## src/rtl/ysyx_23060191_csr_file.sv

```systemverilog
// Machine-mode CSR file for a single-hart RV32/RV64 core.
//
// Implements mstatus (MIE/MPIE only, MPP hard-wired to M), mtvec, mscratch, mepc,
// mcause, mvendorid, marchid and, optionally, the 64-bit mcycle/minstret counters.
// Trap entry and mret update mstatus/mepc/mcause directly, taking priority over a
// software CSR write issued in the same cycle.
//
// Ports:
//   clk, rst        - clock (rising edge) and asynchronous active-high reset
//   csr_en          - CSR instruction valid this cycle
//   csr_op          - 00 read, 01 write, 10 set bits, 11 clear bits
//   csr_addr        - CSR address
//   csr_wdata       - operand (rs1 or zimm)
//   csr_rdata       - current (pre-edge) value of csr_addr, combinational
//   csr_illegal     - unimplemented address, or write to a read-only CSR
//   trap_en/pc/cause- trap entry request with faulting PC and cause code
//   mret_en         - mret executes
//   retire          - one instruction retired this cycle
//   mtvec, mepc     - registered trap vector and return PC
//   mstatus_mie     - registered global interrupt enable
module ysyx_23060191_csr_file #(
    parameter int unsigned     XLEN         = 32,
    parameter int unsigned     HAS_COUNTERS = 1,
    parameter logic [XLEN-1:0] MVENDORID    = '0
) (
    input  logic            clk,
    input  logic            rst,
    input  logic            csr_en,
    input  logic [1:0]      csr_op,
    input  logic [11:0]     csr_addr,
    input  logic [XLEN-1:0] csr_wdata,
    output logic [XLEN-1:0] csr_rdata,
    output logic            csr_illegal,
    input  logic            trap_en,
    input  logic [XLEN-1:0] trap_pc,
    input  logic [XLEN-1:0] trap_cause,
    input  logic            mret_en,
    input  logic            retire,
    output logic [XLEN-1:0] mtvec,
    output logic [XLEN-1:0] mepc,
    output logic            mstatus_mie
);

    localparam logic [11:0] AddrMstatus   = 12'h300;
    localparam logic [11:0] AddrMtvec     = 12'h305;
    localparam logic [11:0] AddrMscratch  = 12'h340;
    localparam logic [11:0] AddrMepc      = 12'h341;
    localparam logic [11:0] AddrMcause    = 12'h342;
    localparam logic [11:0] AddrMvendorid = 12'hF11;
    localparam logic [11:0] AddrMarchid   = 12'hF12;
    localparam logic [11:0] AddrMcycle    = 12'hB00;
    localparam logic [11:0] AddrMinstret  = 12'hB02;
    localparam logic [11:0] AddrMcycleh   = 12'hB80;
    localparam logic [11:0] AddrMinstreth = 12'hB82;

    localparam bit HasCnt = (HAS_COUNTERS != 0);
    // Upper-half counter aliases only exist on RV32.
    localparam bit HasHi  = HasCnt && (XLEN == 32);

    // Clears bits [1:0]: mtvec is direct-mode only and mepc is always aligned.
    localparam logic [XLEN-1:0] AlignMask = {{(XLEN-2){1'b1}}, 2'b00};

    localparam logic [1:0] OpRead  = 2'b00;
    localparam logic [1:0] OpWrite = 2'b01;
    localparam logic [1:0] OpSet   = 2'b10;
    localparam logic [1:0] OpClear = 2'b11;

    logic            mie_q, mie_d;
    logic            mpie_q, mpie_d;
    logic [XLEN-1:0] mtvec_q, mtvec_d;
    logic [XLEN-1:0] mscratch_q, mscratch_d;
    logic [XLEN-1:0] mepc_q, mepc_d;
    logic [XLEN-1:0] mcause_q, mcause_d;
    logic [63:0]     mcycle_q, mcycle_d;
    logic [63:0]     minstret_q, minstret_d;

    logic [XLEN-1:0] mstatus_val;
    logic [XLEN-1:0] rdata;
    logic            addr_ok;
    logic            addr_ro;
    logic            is_write;
    logic            wr_en;
    logic [XLEN-1:0] wval;

    // Read mux and address decode.
    always_comb begin
        rdata       = '0;
        addr_ok     = 1'b0;
        addr_ro     = 1'b0;
        mstatus_val = '0;
        mstatus_val[12:11] = 2'b11;
        mstatus_val[7]     = mpie_q;
        mstatus_val[3]     = mie_q;
        case (csr_addr)
            AddrMstatus:   begin addr_ok = 1'b1; rdata = mstatus_val; end
            AddrMtvec:     begin addr_ok = 1'b1; rdata = mtvec_q;     end
            AddrMscratch:  begin addr_ok = 1'b1; rdata = mscratch_q;  end
            AddrMepc:      begin addr_ok = 1'b1; rdata = mepc_q;      end
            AddrMcause:    begin addr_ok = 1'b1; rdata = mcause_q;    end
            AddrMvendorid: begin addr_ok = 1'b1; addr_ro = 1'b1; rdata = MVENDORID; end
            AddrMarchid:   begin addr_ok = 1'b1; addr_ro = 1'b1; end
            AddrMcycle: begin
                if (HasCnt) begin
                    addr_ok = 1'b1;
                    rdata   = mcycle_q[XLEN-1:0];
                end
            end
            AddrMinstret: begin
                if (HasCnt) begin
                    addr_ok = 1'b1;
                    rdata   = minstret_q[XLEN-1:0];
                end
            end
            AddrMcycleh: begin
                if (HasHi) begin
                    addr_ok = 1'b1;
                    rdata   = XLEN'(mcycle_q[63:32]);
                end
            end
            AddrMinstreth: begin
                if (HasHi) begin
                    addr_ok = 1'b1;
                    rdata   = XLEN'(minstret_q[63:32]);
                end
            end
            default: ;
        endcase
    end

    // Set/clear with a zero operand is a pure read and never faults on RO CSRs.
    always_comb begin
        is_write = 1'b0;
        wval     = rdata;
        case (csr_op)
            OpWrite: begin is_write = 1'b1;              wval = csr_wdata;          end
            OpSet:   begin is_write = (csr_wdata != '0); wval = rdata | csr_wdata;  end
            OpClear: begin is_write = (csr_wdata != '0); wval = rdata & ~csr_wdata; end
            OpRead:  ;
            default: ;
        endcase
    end

    assign csr_illegal = csr_en && (!addr_ok || (is_write && addr_ro));
    assign wr_en       = csr_en && is_write && !csr_illegal;
    assign csr_rdata   = rdata;

    // Next state: software write, then mret, then trap; later assignments win.
    always_comb begin
        mie_d      = mie_q;
        mpie_d     = mpie_q;
        mtvec_d    = mtvec_q;
        mscratch_d = mscratch_q;
        mepc_d     = mepc_q;
        mcause_d   = mcause_q;
        mcycle_d   = mcycle_q + 64'd1;
        minstret_d = minstret_q + {63'd0, retire};

        if (wr_en) begin
            case (csr_addr)
                AddrMstatus: begin
                    mie_d  = wval[3];
                    mpie_d = wval[7];
                end
                AddrMtvec:    mtvec_d    = wval & AlignMask;
                AddrMscratch: mscratch_d = wval;
                AddrMepc:     mepc_d     = wval & AlignMask;
                AddrMcause:   mcause_d   = wval;
                AddrMcycle: begin
                    if (XLEN == 32) mcycle_d = {mcycle_q[63:32], wval[31:0]};
                    else            mcycle_d = 64'(wval);
                end
                AddrMinstret: begin
                    if (XLEN == 32) minstret_d = {minstret_q[63:32], wval[31:0]};
                    else            minstret_d = 64'(wval);
                end
                AddrMcycleh:   mcycle_d   = {wval[31:0], mcycle_q[31:0]};
                AddrMinstreth: minstret_d = {wval[31:0], minstret_q[31:0]};
                default: ;
            endcase
        end

        if (mret_en) begin
            mie_d  = mpie_q;
            mpie_d = 1'b1;
        end

        if (trap_en) begin
            mepc_d   = trap_pc & AlignMask;
            mcause_d = trap_cause;
            mpie_d   = mie_q;
            mie_d    = 1'b0;
        end

        if (!HasCnt) begin
            mcycle_d   = '0;
            minstret_d = '0;
        end
    end

    always_ff @(posedge clk or posedge rst) begin
        if (rst) begin
            mie_q      <= 1'b0;
            mpie_q     <= 1'b0;
            mtvec_q    <= '0;
            mscratch_q <= '0;
            mepc_q     <= '0;
            mcause_q   <= '0;
            mcycle_q   <= '0;
            minstret_q <= '0;
        end else begin
            mie_q      <= mie_d;
            mpie_q     <= mpie_d;
            mtvec_q    <= mtvec_d;
            mscratch_q <= mscratch_d;
            mepc_q     <= mepc_d;
            mcause_q   <= mcause_d;
            mcycle_q   <= mcycle_d;
            minstret_q <= minstret_d;
        end
    end

    assign mtvec       = mtvec_q;
    assign mepc        = mepc_q;
    assign mstatus_mie = mie_q;

endmodule

```

## config.mk

```make
export PLATFORM = sky130hd
export DESIGN_NAME = ysyx_23060191_csr_file
export DESIGN_NICKNAME = d
export VERILOG_FILES = /design/src/rtl/ysyx_23060191_csr_file.sv
export SDC_FILE = /design/constraint.sdc
export NUM_CORES = 1
export LEC_CHECK = 0
export CAP_MARGIN = 10
export CORE_UTILIZATION = 45
export CTS_CLUSTER_SIZE = 12
export DETAILED_ROUTE_END_ITERATION = 16
export DONT_BUFFER_PORTS = 1
export GPL_ROUTABILITY_DRIVEN = 0
export PLACE_DENSITY = 0.66
export REMOVE_ABC_BUFFERS = 1
export SLEW_MARGIN = 40
export SYNTH_ARGS = -nofsm -noshare
export SYNTH_HDL_FRONTEND = slang
export SYNTH_SLANG_ARGS = --single-unit
```

## constraint.sdc

```tcl
create_clock -name clk -period 9.7 [get_ports clk]
set_clock_uncertainty 0.05 [all_clocks]
set_input_delay 0.97 -clock clk [delete_from_list [all_inputs] [get_ports clk]]
set_output_delay 0.97 -clock clk [all_outputs]
set_load 0.005 [all_outputs]
```

==> flow_summary.ini <==
[status]
outcome = finished, final reports clean

[clock_tree]
cts_buffers = 30
clk_path_buf_depth = 3
cts_max_level = 1
cts-hold-fix-buffers = 0
clkLatencyLatePin_ns = 0.60
cts_resized = 0
cts_sinks = 254
clk_pin_slew_worst_paths_ns = 0.06
cts-root-buf = clkbuf_16
tritoncts = yes
post-cts-setup-buffers = 0

[global_routing]
antenna_found_initial = 5
grt.overflow.total = 0
grt_max_degree = 125
track_usage = 0.3853
grt_pass1_vias = 16450
grt_pass1_wl_um = 110100

[sta]
rsz0062_at_grt = no
final.setup.worst_slack_ns = 5.176
setup_viol = 0
fmax_ghz = 0.2210
hold_viol_final = 0
drv_slew = 0
finalSetupTns_ns = 0
slew-limit-headroom = 0.3197
post-route-period-util = 0.4664
fin_crit_ns = 4.524
tightest_slew_ns = 1.020

[drt]
wire_per_inst_um = 31.38
via_per_inst = 7.405
totalWireLength_um = 75980
drtPass1Iterations = 7
vias = 17930
ant_nets = 0
drc = 0
drtIter0Drc = 2968

[power_and_ir_drop]
p_leak_nw = 7.332
irDropWorstVdd_mv = 0.1380
p_total_w = 0.002720
p_per_area_nw_per_um2 = 145.5

[floorplan]
coreArea_sq_um = 37580
fp.dieH_um = 197.3
die_w_um = 197.3
ios = 214
dieArea_sq_um = 38910
rows = 71
start_util = 0.4566

[cells_and_area]
final_nets = 2004
synthToLayoutAreaGrowth_pct = 8.948
fillers = 3480
instances_no_fill = 2421
drive_gt1_frac = 0.1063
final_util = 0.4975

[synth]
yosysWarnings = 0
async_flop_share = 1.000
synth_seq_area_share = 0.3705
synth.distinct_cells = 105
ys.flop_type = dfrtp_1
synth_edf_count = 0
syn_avg_cell_area_sq_um = 8.758
ys_ff_latch = 254
synthCells = 1959
synth.cell_area_sq_um = 17160

[placed_design]
dp_cells = 2363
dp_slack_ns = 5.373
hpwl_um = 53980
numPortBuffers = 0

[critical_path]
worst_ep_arrival_time_ns = 3.50
endpoint_kind = primary output
critPathMaxFanout = 33
crit_type = primary input to primary output
start_kind = primary input
required_ns = 8.68

[worst_hold_path]
hp-class = primary input to async pin

[flow_run]
max_cap_violations = 0
[final timing paths]
kind	from	end	slack (ns)	cells past startpoint
max	csr_addr[7]	csr_rdata[23]	5.18	6
min	rst	mscratch_q[13]	0.29	1
max reg2reg	minstret_q[29]	mepc[29]	6.43	7
min reg2reg	mscratch_q[22]	mscratch_q[22]	0.43	2
max in group asynchronous	rst	minstret_q[25]	8.13	2
min in group clk	trap_en	mstatus_mie	0.40	1
[power by group]
group	switching [W]	internal (W)
clock network	0.000497	0.000776
logic	0.000162	0.0000935
registers	0.0000785	0.00111
total	0.000738	0.00198
[Yosys cell counts (9+ instances only)]
master | number | share of area
a211oi_1 | 47 | 0.021
a21o_1 | 32 | 0.014
a21oi_1 | 86 | 0.025
a221oi_1 | 18 | 0.0092
a221oi_2 | 13 | 0.011
a222oi_1 | 20 | 0.012
a22o_1 | 9 | 0.0046
a22oi_1 | 59 | 0.026
a31oi_1 | 20 | 0.0073
a41oi_1 | 12 | 0.0061
and2_1 | 22 | 0.0080
and3_1 | 37 | 0.013
and4_1 | 27 | 0.014
buf_2 | 49 | 0.014
buf_4 | 20 | 0.0088
buf_6 | 15 | 0.0098
clkbuf_1 | 64 | 0.014
dfrtp_1 | 254 | 0.37
inv_1 | 27 | 0.0059
mux2_2 | 12 | 0.0079
mux2i_1 | 48 | 0.028
nand2_1 | 216 | 0.047
nand3_1 | 96 | 0.028
nand3b_1 | 10 | 0.0044
nand4_1 | 53 | 0.019
nor2_1 | 114 | 0.025
nor2b_1 | 10 | 0.0036
nor3_1 | 47 | 0.014
nor3b_1 | 11 | 0.0048
nor4_1 | 44 | 0.016
nor4b_1 | 10 | 0.0051
o211ai_1 | 28 | 0.012
o21a_1 | 9 | 0.0039
o21ai_0 | 168 | 0.049
o21ai_1 | 22 | 0.0064
o22ai_1 | 11 | 0.0040
o2bb2ai_1 | 10 | 0.0051
or3_1 | 10 | 0.0036
xnor2_1 | 13 | 0.0066
xor2_1 | 14 | 0.0071
[registers in the layout, summed over array words and instances (netlist names)]
register and count:
mscratch_q 32, mepc 30, mstatus_mie 1, mpie_q 1, mtvec 30, minstret_q 64, mcause_q 32, mcycle_q 64
[logic make-up after synthesis]
family,share of synthesized area
flip-flops,0.3705
AO/OA/AOI/OAI,0.2788
buffers and inverters,0.05374
other,0.0002186
AND/OR/NAND/NOR,0.2450
multiplexers,0.03588
adder cells (fa/ha/maj),0.002188
XOR/XNOR,0.01378
[worst max-delay path: stages]
cell,delay [ns]
nor4_2,0.61
buf_4,0.29
and4_1,0.59
buf_4,0.45
a222oi_1,0.30
nand3_1,0.25
[metrics by stage]
stage / hold slack [ns] / area, sq um
3_5_place_dp: 0.4170 / 17560
6_report: 0.2886 / 18690
3_3_place_gp: 0.4085 / 17330
5_1_grt: 0.3447 / 18690
2_1_floorplan: 0.3923 / 16350
4_1_cts: 0.3270 / 18660
[final cells by class]
class | instances | area (sq um) | area share
inverters | 27 | 113.9 | 0.006091
flip-flops and latches | 254 | 6356 | 0.3400
well taps | 511 | 639.4 | 0.03420
diodes | 1 | 2.502 | 0.0001339
repair buffers | 43 | 345.3 | 0.01847
clock inverters | 12 | 193.9 | 0.01037
clock buffers | 44 | 904.6 | 0.04839
multi-input cells | 1529 | 10140 | 0.5423
[placed cells by master, fill, tap and decap left out, types with 13 or more instances in the layout]
cell	synthesis	routed
nand2_1	216	214
a21oi_1	86	86
nor3_1	47	42
inv_1	27	26
o21ai_1	22	20
xnor2_1	13	13
o211ai_1	28	28
a21o_1	32	32
nand3_1	96	95
a31oi_1	20	20
buf_4	20	33
a222oi_1	20	20
a22oi_1	59	59
clkbuf_16	0	31
dfrtp_1	254	254
nand4_1	53	53
and3_1	37	36
a211oi_1	47	47
o21ai_0	168	168
nor2_1	114	111
and4_1	27	27
mux2i_1	48	48
and2_1	22	22
nor4_1	44	41
xor2_1	14	14
a221oi_1	18	17
[layer usage]
| metal | wire length (um) | global-route usage | part of all wire |
|---|---|---|---|
| met4 | 6345 | 0.2483 | 0.084 |
| met3 | 11810 | 0.1537 | 0.16 |
| met1 | 26590 | 0.4779 | 0.35 |
| met5 | 28 | 0 | 0.00037 |
| met2 | 31200 | 0.5537 | 0.41 |
(Power assumes the default switching activity.)
